[config.mk]
export PLATFORM = sky130hd
export DESIGN_NAME = fetch_unit
export DESIGN_NICKNAME = d
export VERILOG_FILES = /design/src/rtl/cpu_pkg.sv /design/src/rtl/pc_target_gen.sv /design/src/rtl/fetch_unit.sv
export SDC_FILE = /design/constraint.sdc
export NUM_CORES = 1
export LEC_CHECK = 0
export CORE_ASPECT_RATIO = 0.6
export CORE_MARGIN = 2
export CORE_UTILIZATION = 46
export CTS_CLUSTER_DIAMETER = 60
export DETAILED_ROUTE_END_ITERATION = 12
export PLACE_DENSITY = 0.85
export SLEW_MARGIN = 20
export SYNTH_ARGS = -nofsm -noshare
export SYNTH_HDL_FRONTEND = slang
export SYNTH_HIERARCHICAL = 1
export SYNTH_SLANG_ARGS = --single-unit
export TNS_END_PERCENT = 100
[constraint.sdc]
create_clock -name clk -period 2.5 [get_ports clk]
set_input_delay 0.625 -clock clk [delete_from_list [all_inputs] [get_ports clk]]
set_output_delay 0.625 -clock clk [all_outputs]
set_load 0.1 [all_outputs]
[src/rtl/cpu_pkg.sv]
// Shared CPU constants and types: opcodes, bubble encoding, PC width and
// the fetch-stage state enum.
package cpu_pkg;

  localparam int unsigned PC_W    = 16;
  localparam int unsigned INSTR_W = 16;

  localparam logic [3:0] OP_HALT = 4'b0000;
  localparam logic [3:0] OP_JMP  = 4'b0111;
  localparam logic [3:0] OP_BEQ  = 4'b0110;
  localparam logic [3:0] OP_BGT  = 4'b0100;
  localparam logic [3:0] OP_BLT  = 4'b0101;
  localparam logic [3:0] OP_ALU  = 4'b1111;

  // ALU opcode with function 0000 writes nothing; 16'h0000 would decode as halt
  localparam logic [INSTR_W-1:0] NOP_INSTR = 16'hF000;

  typedef enum logic [1:0] {
    RUN    = 2'd0,
    HALTED = 2'd1,
    FAULT  = 2'd2
  } fetch_state_e;

endpackage

[src/rtl/pc_target_gen.sv]
// Redirect target: IF/ID PC plus the sign-extended, halfword-scaled
// 4-bit branch or 12-bit jump offset, modulo 2^PC_W.
module pc_target_gen
  import cpu_pkg::*;
(
  input  logic [PC_W-1:0] if_id_pc_i,
  input  logic [11:0]     if_id_imm_i,
  input  logic            b_jmp_i,
  output logic [PC_W-1:0] target_o
);

  logic [PC_W-1:0] offset_c;

  always_comb begin
    offset_c = '0;
    if (b_jmp_i) begin
      offset_c = {{(PC_W-4){if_id_imm_i[3]}}, if_id_imm_i[3:0]};
    end else begin
      offset_c = {{(PC_W-12){if_id_imm_i[11]}}, if_id_imm_i};
    end
    target_o = if_id_pc_i + (offset_c << 1);
  end

endmodule

[src/rtl/fetch_unit.sv]
// Instruction-fetch stage: PC, IF/ID pipeline register and the
// run/halted/fault state machine that freezes the core.
module fetch_unit
  import cpu_pkg::*;
#(
  parameter logic [PC_W-1:0] RESET_PC = '0
) (
  input  logic               clk,
  input  logic               reset,
  input  logic [INSTR_W-1:0] imem_rdata,
  input  logic               stall,
  input  logic               pc_op,
  input  logic               b_jmp,
  input  logic               if_flush,
  input  logic               halt,
  input  logic               overflow_error_warning,
  output logic [PC_W-1:0]    imem_addr,
  output logic [INSTR_W-1:0] if_id_instr,
  output logic [PC_W-1:0]    if_id_pc,
  output logic               if_id_valid,
  output logic               halted,
  output logic               fault,
  output logic [15:0]        fetch_count
);

  fetch_state_e       state_q, state_d;
  logic [PC_W-1:0]    pc_q, pc_d;
  logic [INSTR_W-1:0] instr_q, instr_d;
  logic [PC_W-1:0]    ifpc_q, ifpc_d;
  logic               valid_q, valid_d;
  logic [15:0]        cnt_q, cnt_d;
  logic [PC_W-1:0]    target_c;
  logic [PC_W-1:0]    pc_inc_c;

  pc_target_gen u_target (
    .if_id_pc_i  (ifpc_q),
    .if_id_imm_i (instr_q[11:0]),
    .b_jmp_i     (b_jmp),
    .target_o    (target_c)
  );

  assign pc_inc_c = pc_q + PC_W'(2);

  always_ff @(posedge clk or posedge reset) begin
    if (reset) begin
      state_q <= RUN;
      pc_q    <= RESET_PC;
      instr_q <= NOP_INSTR;
      ifpc_q  <= '0;
      valid_q <= 1'b0;
      cnt_q   <= '0;
    end else begin
      state_q <= state_d;
      pc_q    <= pc_d;
      instr_q <= instr_d;
      ifpc_q  <= ifpc_d;
      valid_q <= valid_d;
      cnt_q   <= cnt_d;
    end
  end

  // Next state and per-edge fetch priority: halt/fault, redirect, flush, stall, fetch
  always_comb begin
    state_d = state_q;
    pc_d    = pc_q;
    instr_d = instr_q;
    ifpc_d  = ifpc_q;
    valid_d = valid_q;
    cnt_d   = cnt_q;
    case (state_q)
      RUN: begin
        if (overflow_error_warning || halt) begin
          state_d = overflow_error_warning ? FAULT : HALTED;
          instr_d = NOP_INSTR;
          valid_d = 1'b0;
        end else if (pc_op) begin
          pc_d    = target_c;
          instr_d = NOP_INSTR;
          valid_d = 1'b0;
        end else if (if_flush) begin
          pc_d    = pc_inc_c;
          instr_d = NOP_INSTR;
          valid_d = 1'b0;
        end else if (!stall) begin
          pc_d    = pc_inc_c;
          instr_d = imem_rdata;
          ifpc_d  = pc_q;
          valid_d = 1'b1;
          cnt_d   = cnt_q + 16'(1);
        end
      end
      default: begin
        instr_d = NOP_INSTR;
        valid_d = 1'b0;
      end
    endcase
  end

  assign imem_addr   = pc_q;
  assign if_id_instr = instr_q;
  assign if_id_pc    = ifpc_q;
  assign if_id_valid = valid_q;
  assign halted      = (state_q != RUN);
  assign fault       = (state_q == FAULT);
  assign fetch_count = cnt_q;

endmodule

==> impl_metrics.json, run 1 <==
{
  "critical_path.top_delay_family": "compound AO/OA/AOI/OAI gates",
  "synth.distinct_cells": 58,
  "gp_congestion": 0.944,
  "power.density_mw_per_mm2": 459,
  "grt_pass1_vias": 3400,
  "grt.total_usage_pct": 25.2,
  "violations": "setup timing",
  "synthTopCellsByCount": "dfrtp_1, nor2_1, a21oi_1, inv_1, nand2_1",
  "reg2reg_slack_ns": 0,
  "cp_slowest_stage_delay_ns": 0.33,
  "cts_tree": "built",
  "syn-cell-area_mm2": 0.00388,
  "clk_pin_slew_ns": 0.05,
  "synth_fa_ha_area_share_pct": 5.67,
  "synth_compound_area_share_pct": 13.2,
  "die_h_um": 75.2,
  "min_to": "fetch_count[15]$_DFFE_PP0P_",
  "syn_to_final_growth_pct": 44.0,
  "timing.fmax_mhz": 395,
  "r2r_cells": 10,
  "synth.avg_cell_area_um2": 9.83,
  "cp-startpoint": "b_jmp",
  "initial_utilization_pct": 48.3,
  "cp.required_ns": 2.71,
  "rr_startpoint": "if_id_pc[1]$_DFFE_PP0P_",
  "cts_sinks": 67,
  "drive_gt1_share_pct": 39.0,
  "via_per_inst": 5.60,
  "synthTopCellsByArea": "dfrtp_1, mux2_2, ha_1",
  "status": "finished with violations",
  "worst-path-buf-inv": 2,
  "worstHoldStart": "fetch_count[15]$_DFFE_PP0P_",
  "dieWidth_um": 123,
  "drc": 0,
  "synth_simple_gate_area_share_pct": 16.6,
  "max-cap-violations": 0,
  "n_antenna_cell": 0,
  "finalHoldViolations": 0,
  "crit_path_end_kind": "flip-flop",
  "synth_seq_area_share_pct": 43.3,
  "yosysTopAreaCell": "dfrtp_1",
  "grt_max_degree": 68,
  "vias": 3633,
  "place_area_mm2": 0.00514,
  "synth.most_common_cell": "dfrtp_1",
  "synth-main-ff-cell": "dfrtp_1",
  "path_class": "input port to flip-flop",
  "finalCritPeriodShare_pct": 101,
  "synth_xor_area_share_pct": 6.06,
  "yosysTopAreaCellShare_pct": 40.6,
  "final_area_mm2": 0.00559,
  "grt_pass1_wl_um": 17500,
  "path_cells": "buf_6 > buf_12 > nand2_8 > o21ai_1 > ha_1 > a21oi_1 > o21ai_1 > a21o_1 > a221oi_2 > o311ai_1 > and3_1 > a21oi_1 > nand3_1",
  "vdd_drop_max_mv": 0.397,
  "clk_latency_ns": 0.34,
  "firstDrtPassIters": 5,
  "critPathArrivalTime_ns": 2.74,
  "utilization_pct": 69.5,
  "core_area_mm2": 0.00804,
  "cp_slowest_cell": "ha_1",
  "rsz0062_at_grt": "yes",
  "cp_max_fo": 7,
  "fin_nets": 577,
  "htreeDepth": 3,
  "numCtsBuffers": 9,
  "wl_um": 11400,
  "finClkSkew_ns": 0.00815,
  "post-place-ws_ns": -0.841,
  "holdPathStages": 1,
  "synth-edff-count": 0,
  "syn_nets": 436,
  "drtAntennaViolNets": 0,
  "hold_class": "flip-flop to flip-flop",
  "ys_seq_elements": 67,
  "root_buffer": "clkbuf_16",
  "p_leak_nw": 2.69,
  "r2r-end": "imem_addr[15]$_DFFE_PP0P_",
  "drt_iter0_drc": 332,
  "dpl.hpwl_um": 8310,
  "grt_overflow": 0,
  "start_kind": "input port",
  "synth_mux_area_share_pct": 11.0,
  "synth_top_family_by_area": "simple AND/OR/NAND/NOR gates",
  "rows": 25,
  "wl_per_cell_um": 17.6,
  "timing.final.crit_period_ns": 2.53,
  "final-setup-viol-count": 1,
  "antenna_found_initial": 0,
  "synth_cells": 395,
  "clock_path_buffers": 2,
  "ios": 91,
  "fin_setup_tns_ns": -0.0292,
  "slew_viol_final": 0,
  "synth_warnings": 6,
  "setup_ws_ns": -0.0292,
  "async_reset_ff_share_pct": 100,
  "slew_headroom_pct": 65.6,
  "io_buffers": 90,
  "fp.dieArea_mm2": 0.00921,
  "worstMarginPinSlew_ns": 0.515
}
==> area by class of cell <==
class	instances	area, µm²
Clock buffer	10	229
Multi-Input combinational cell	289	2180
Inverter	26	97.6
Sequential cell	67	1710
Fill cell	622	2450
Clock inverter	6	57.6
Tap cell	108	135
Timing Repair Buffer	143	1190
==> flip-flops by register name, summed over array words and instances (netlist names) <==
| name | count |
|---|---|
| fetch_count | 16 |
| if_id_instr | 16 |
| if_id_pc | 16 |
| if_id_valid | 1 |
| imem_addr | 16 |
| state_q | 2 |
==> timing repair <==
item                                    in CTS  in global routing
endpoints found under the setup margin       8                  6
hold buffers                                 0                  0
setup buffers                                3                  3
gates cloned                                 1                  0
hold endpoints to repair                     0                  0
pin swaps                                   14                 11
gates resized for setup                     21                 13
==> layout by cell type, fill, tap and decap left out, types with 2 or more instances in the layout <==
| cell type | instances |
|---|---|
| a21o_1 | 4 |
| a21oi_1 | 22 |
| a21oi_2 | 4 |
| a22oi_1 | 4 |
| and2_1 | 2 |
| and3_1 | 6 |
| and4_1 | 3 |
| buf_12 | 4 |
| buf_4 | 113 |
| buf_6 | 3 |
| clkbuf_16 | 9 |
| clkdlybuf4s50_1 | 22 |
| clkinv_2 | 4 |
| dfrtp_1 | 42 |
| dfrtp_2 | 21 |
| dfstp_2 | 4 |
| ha_1 | 11 |
| ha_4 | 5 |
| inv_1 | 24 |
| inv_2 | 2 |
| mux2_2 | 18 |
| mux2i_1 | 20 |
| nand2_1 | 22 |
| nand3_1 | 13 |
| nand4_1 | 10 |
| nor2_1 | 29 |
| nor2_2 | 2 |
| nor2b_1 | 2 |
| nor3_1 | 20 |
| nor4_1 | 5 |
| o211ai_1 | 2 |
| o21ai_0 | 12 |
| o21ai_1 | 8 |
| o21ai_2 | 2 |
| o22ai_1 | 6 |
| o32ai_1 | 2 |
| or3_1 | 2 |
| xnor2_1 | 11 |
| xor2_1 | 13 |
==> routing by layer <==
layer	up-vias	share of wire [%]	GRT usage [%]
li1	1724	-	-
met3	20	8.6	8.26
met2	164	45	37.5
met4	0	1.6	8.56
met5	-	0	0
met1	1725	45	35.0
==> report_power, final <==
group	switching, mW	internal (mW)
logic	0.136	0.0806
registers	0.0175	1.09
clock network	0.473	0.764
==> stage by stage <==
step	hold WS (ns)	instances	power, mW
after floorplan	0.545	395	1.25
after global placement	0.457	626	1.34
after detailed placement	0.477	626	1.34
after CTS	0.485	646	2.59
after global routing	0.523	649	2.64
final	0.476	649	2.56
==> worst max path at each step <==
stage | to | slack [ns] | cells past startpoint
floorplan | imem_addr[15]$_DFFE_PP0P_ | -0.08 | 12
global placement | imem_addr[15]$_DFFE_PP0P_ | -0.78 | 13
detailed placement | imem_addr[15]$_DFFE_PP0P_ | -0.84 | 13
CTS | imem_addr[15]$_DFFE_PP0P_ | 0.0004 | 13
global route | imem_addr[15]$_DFFE_PP0P_ | -0.16 | 13
finish | imem_addr[15]$_DFFE_PP0P_ | -0.03 | 13
==> cell families (layout without fill, tap and decap cells) <==
| kind of cell | after synthesis | in the layout |
|---|---|---|
| flip-flops | 67 | 67 |
| multiplexers | 39 | 39 |
| XOR/XNOR | 26 | 26 |
| buffers and inverters | 39 | 185 |
| adder cells (fa/ha/maj) | 17 | 17 |
| AO/OA/AOI/OAI | 82 | 82 |
| AND/OR/NAND/NOR | 125 | 125 |
Power figures use the tool's default switching activity.
==> inputs of run 2 (changes only) <==
- MAX_ROUTING_LAYER: not set -> met4
==> impl_metrics.json, run 2 (synthesis results as in run 1) <==
{
  "final_cell_mix": "buf_4, dfrtp_1, nor2_1, inv_1, clkdlybuf4s50_1",
  "clk_latency_ns": 0.33,
  "reg2reg_slack_ns": 0.05,
  "r2r-end": "imem_addr[9]$_DFFE_PP0P_",
  "clk_pin_slew_ns": 0.06,
  "min_to": "fetch_count[15]$_DFFE_PP0P_",
  "firstDrtPassIters": 5,
  "rr_startpoint": "if_id_instr[0]$_DFFE_PP0P_",
  "rsz0062_at_grt": "yes",
  "wl_um": 11300,
  "rows": 25,
  "path_cells": "buf_8 > buf_12 > nand2_8 > o21ai_1 > ha_1 > and4_4 > o21a_2 > a21o_1 > a221oi_2 > o311ai_1 > and3_1 > a21oi_1 > nand3_1",
  "fin_setup_tns_ns": 0,
  "top_layer_used": "met4",
  "ios": 91,
  "r2r_cells": 9,
  "grt.total_usage_pct": 25.8,
  "antenna_found_initial": 0,
  "finalCritPeriodShare_pct": 98.0,
  "dieWidth_um": 123,
  "htreeDepth": 3,
  "grt_pass1_vias": 3367,
  "drc": 0,
  "fp.dieArea_mm2": 0.00921,
  "start_kind": "input port",
  "die_h_um": 75.2,
  "cp_max_fo": 7,
  "grt_max_degree": 68,
  "cts_tree": "built",
  "met2_length_um": 4950,
  "worstHoldStart": "fetch_count[15]$_DFFE_PP0P_",
  "wl_per_cell_um": 17.5,
  "io_buffers": 90,
  "via_per_inst": 5.60,
  "timing.fmax_mhz": 408,
  "drive_gt1_share_pct": 40.6,
  "layout_commonest_cell": "buf_4",
  "drtAntennaViolNets": 0,
  "root_buffer": "clkbuf_16",
  "finClkSkew_ns": 0.00627,
  "hold_class": "flip-flop to flip-flop",
  "status": "finished, final reports clean",
  "final-setup-viol-count": 0,
  "grt_overflow": 0,
  "core_area_mm2": 0.00804,
  "crit_path_end_kind": "flip-flop",
  "met1_length_um": 5490,
  "fin_nets": 573,
  "vias": 3614,
  "slew_viol_final": 0,
  "path_class": "input port to flip-flop",
  "cp.required_ns": 2.71,
  "cts_sinks": 67,
  "syn_to_final_growth_pct": 45.1,
  "worst-path-buf-inv": 2,
  "p_leak_nw": 2.67,
  "gp_congestion": 0.961,
  "critPathArrivalTime_ns": 2.66,
  "initial_utilization_pct": 48.3,
  "drt_iter0_drc": 180,
  "clock_path_buffers": 2,
  "power.density_mw_per_mm2": 443,
  "numCtsBuffers": 9,
  "cp_slowest_cell": "ha_1",
  "slew_headroom_pct": 70.0,
  "worstMarginPinSlew_ns": 0.448,
  "critical_path.top_delay_family": "compound AO/OA/AOI/OAI gates",
  "vdd_drop_max_mv": 0.423,
  "timing.final.crit_period_ns": 2.45,
  "whs_ns": 0.465,
  "cp_slowest_stage_delay_ns": 0.34,
  "dpl.hpwl_um": 8170,
  "holdPathStages": 1,
  "grt_pass1_wl_um": 17500,
  "finalHoldViolations": 0,
  "hold_buffers": 0,
  "power.total_mw": 2.49,
  "routed-wl-met3_um": 693,
  "max-cap-violations": 0,
  "n_antenna_cell": 0
}
run 2: cell types whose count changed in the layout (fill, tap and decap cells not counted), sizes merged:
cell      before  now
buf          121  117
bufinv         1    0
clkbuf        10   11
clkinv         4    3
clkinvlp       1    2
run 2: worst max path at each step:
stage | from | end | slack, ns | depth (start not counted)
final | b_jmp | imem_addr[15]$_DFFE_PP0P_ | 0.05 | 13
after global routing | b_jmp | imem_addr[14]$_DFFE_PP0P_ | -0.08 | 14
after CTS | b_jmp | imem_addr[15]$_DFFE_PP0P_ | 0.007 | 13
after detailed placement | b_jmp | imem_addr[15]$_DFFE_PP0P_ | -0.73 | 13
after global placement | b_jmp | imem_addr[15]$_DFFE_PP0P_ | -0.66 | 13
after floorplan | b_jmp | imem_addr[15]$_DFFE_PP0P_ | -0.08 | 12
run 2: layout make-up:
type | instances | area, µm²
repair buffers | 139 | 1160
clock buffers | 11 | 243
inverters | 26 | 97.6
flip-flops and latches | 67 | 1710
well taps | 108 | 135
fillers | 607 | 2410
clock inverters | 5 | 30.0
multi-input cells | 289 | 2260
run 2: routing by layer:
layer | global-route usage (%) | vias to the layer above
met2 | 36.7 | 142
li1 | - | 1710
met5 | - | -
met3 | 5.38 | 12
met4 | 7.41 | 0
met1 | 37.2 | 1750
run 2: where the power goes:
| group | total, mW | switching (mW) | leakage, nW | internal, mW |
|---|---|---|---|---|
| combinational | 0.217 | 0.135 | 1.70 | 0.0812 |
| clock | 1.17 | 0.473 | 0.131 | 0.692 |
| sequential | 1.11 | 0.0177 | 0.841 | 1.09 |
| total | 2.49 | 0.626 | 2.67 | 1.87 |
run 2: metrics by stage:
stage / worst slack (ns) / cells / instance area, µm² / util (%)
after floorplan: -0.0767 / 395 / 3970 / -
after global placement: -0.661 / 622 / 5110 / 63.6
after detailed placement: -0.725 / 622 / 5110 / 63.6
after CTS: 0.00742 / 641 / 5420 / 67.5
after global routing: -0.0769 / 645 / 5630 / 70.1
final: 0.0492 / 645 / 5630 / 70.1
run 2: worst reg2reg max path: stages, from the launching register on:
cell       delay, ns
dfrtp_2         0.43
ha_4            0.17
fa_2            0.37
a21oi_4         0.17
o21ai_1         0.11
a2111oi_1       0.49
nor3_1          0.14
xor2_1          0.18
o22ai_1         0.17
a21oi_1         0.08
run 2: repair_timing:
item,CTS,global route
pin swaps,11,18
setup endpoints to repair,8,6
buffers inserted,2,4
resized for setup,9,43
gates cloned,1,0
==> inputs of run 3 (changes only) <==
- CORE_UTILIZATION: 46 -> 54
- PLACE_DENSITY: 0.85 -> 0.93
- clock period: 2.5 -> 3.2 ns (I/O delays scaled with it)
==> impl_metrics.json, run 3 (synthesis results as in run 1) <==
{
  "dpl.hpwl_um": 8260,
  "rr_startpoint": "if_id_pc[1]$_DFFE_PP0P_",
  "r2r-end": "imem_addr[15]$_DFFE_PP0P_",
  "worst-path-buf-inv": 2,
  "ios": 91,
  "path_class": "input port to flip-flop",
  "rows": 23,
  "clk_pin_slew_ns": 0.06,
  "cp_max_fo": 7,
  "cp.required_ns": 3.42,
  "reg2reg_slack_ns": 0.45,
  "grt_overflow": 0,
  "critPathArrivalTime_ns": 3.07,
  "min_to": "fetch_count[15]$_DFFE_PP0P_",
  "antenna_found_initial": 1,
  "slew_viol_final": 0,
  "fin_nets": 560,
  "timing.final.crit_period_ns": 2.85,
  "core_area_mm2": 0.00682,
  "vias": 3803,
  "fp.dieArea_mm2": 0.00790,
  "worstHoldStart": "fetch_count[15]$_DFFE_PP0P_",
  "critical_path.top_delay_family": "compound AO/OA/AOI/OAI gates",
  "cp_slowest_cell": "ha_1",
  "finalCritPeriodShare_pct": 89.1,
  "dieWidth_um": 113,
  "gp_congestion": 0.925,
  "wl_per_cell_um": 19.9,
  "utilization_pct": 78.6,
  "max-cap-violations": 0,
  "finalHoldViolations": 0,
  "syn_to_final_growth_pct": 38.0,
  "fin_setup_tns_ns": 0,
  "root_buffer": "clkbuf_16",
  "die_h_um": 69.7,
  "status": "finished, final reports clean",
  "timing.fmax_mhz": 351,
  "slew_headroom_pct": 56.0,
  "r2r_cells": 10,
  "cts_tree": "built",
  "hold_class": "flip-flop to flip-flop",
  "layout_commonest_cell": "buf_4",
  "power.density_mw_per_mm2": 383,
  "grt.total_usage_pct": 31.8,
  "htreeDepth": 3,
  "post-place-ws_ns": -0.324,
  "final-setup-viol-count": 0,
  "vdd_drop_max_mv": 0.454,
  "start_kind": "input port",
  "drc": 0,
  "crit_path_end_kind": "flip-flop",
  "cts_sinks": 67,
  "drtAntennaViolNets": 0,
  "holdPathStages": 1,
  "final_cell_mix": "buf_4, dfrtp_1, nor2_1, inv_1, a21oi_1",
  "rsz0062_at_grt": "no",
  "firstDrtPassIters": 5,
  "worstMarginPinSlew_ns": 0.658,
  "grt_pass1_vias": 3702,
  "clock_path_buffers": 2,
  "setup_ws_ns": 0.348,
  "whs_ns": 0.469,
  "wl_um": 12200,
  "drt_iter0_drc": 502,
  "numCtsBuffers": 9,
  "grt_max_degree": 39,
  "path_cells": "dlymetal6s2s_1 > buf_6 > nand2_4 > o21ai_1 > ha_1 > a21oi_1 > o21ai_1 > a21o_1 > a221oi_2 > o311ai_2 > and3_1 > a21oi_1 > nand3_1",
  "grt_pass1_wl_um": 19100,
  "io_buffers": 90,
  "clk_latency_ns": 0.34,
  "initial_utilization_pct": 56.9,
  "drive_gt1_share_pct": 32.1,
  "cp_slowest_stage_delay_ns": 0.35,
  "p_leak_nw": 2.66,
  "via_per_inst": 6.21,
  "finClkSkew_ns": 0.00750
}
run 3: changes by cell type in the layout (fill, tap and decap cells not counted), sizes merged:
cell,before,now
diode,0,1
buf,117,103
clkinv,3,1
bufinv,0,1
clkinvlp,2,0
clkbuf,11,14
dlymetal6s2s,0,1
run 3: where the power goes:
group,internal [mW],total [mW],switching (mW)
clock,0.665,1.02,0.353
combinational,0.0558,0.161,0.105
sequential,0.855,0.870,0.0151
run 3: worst max path at each step:
stage / from / endpoint / slack, ns / cells past startpoint
after floorplan: if_id_instr[3]$_DFFE_PP0P_ / imem_addr[14]$_DFFE_PP0P_ / 0.16 / 11
after global placement: b_jmp / imem_addr[15]$_DFFE_PP0P_ / -0.27 / 13
after detailed placement: b_jmp / imem_addr[15]$_DFFE_PP0P_ / -0.32 / 13
after CTS: b_jmp / imem_addr[15]$_DFFE_PP0P_ / 0.003 / 13
after global routing: b_jmp / imem_addr[15]$_DFFE_PP0P_ / 0.19 / 13
final: b_jmp / imem_addr[15]$_DFFE_PP0P_ / 0.35 / 13
run 3: what timing repair did:
| action | 4_1_cts | 5_1_grt |
|---|---|---|
| gates cloned | 0 | 1 |
| gates resized for setup | 1 | 25 |
| setup endpoints to repair | 1 | 8 |
| pin swaps | 0 | 9 |
| setup buffers | 0 | 4 |
| hold buffers | 0 | 0 |
run 3: through the flow:
step                      cell area [µm²]  total power [mW]  std cells
final                                5360              2.05        612
after global routing                 5360              2.10        612
after CTS                            5210              2.05        606
after detailed placement             4900              1.04        590
after global placement               4900              1.04        590
after floorplan                      3880             0.977        395
run 3: worst reg2reg max path, cell delays in order, from the launching register on:
cell and delay (ns):
dfrtp_1 0.40, ha_1 0.24, fa_1 0.43, a21oi_1 0.33, o211ai_1 0.18, a21o_1 0.22, a221oi_2 0.28, o311ai_2 0.16
and3_1 0.19, a21oi_1 0.12, nand3_1 0.08
run 3: layer usage:
metal | up-vias | share of wire [%] | track usage [%]
met3 | 29 | 11 | 8.65
li1 | 1677 | - | -
met5 | - | 0 | -
met4 | 0 | 2.0 | 8.27
met2 | 237 | 46 | 48.7
met1 | 1860 | 41 | 42.3
run 3: cell type report:
cell class                      count  area (µm²)
Multi-Input combinational cell    289        2140
Sequential cell                    67        1680
Fill cell                         398        1460
Timing Repair Buffer              126        1020
Clock buffer                       14         274
Tap cell                           87         109
Inverter                           26        97.6
Clock inverter                      2        35.0
Antenna cell                        1        2.50
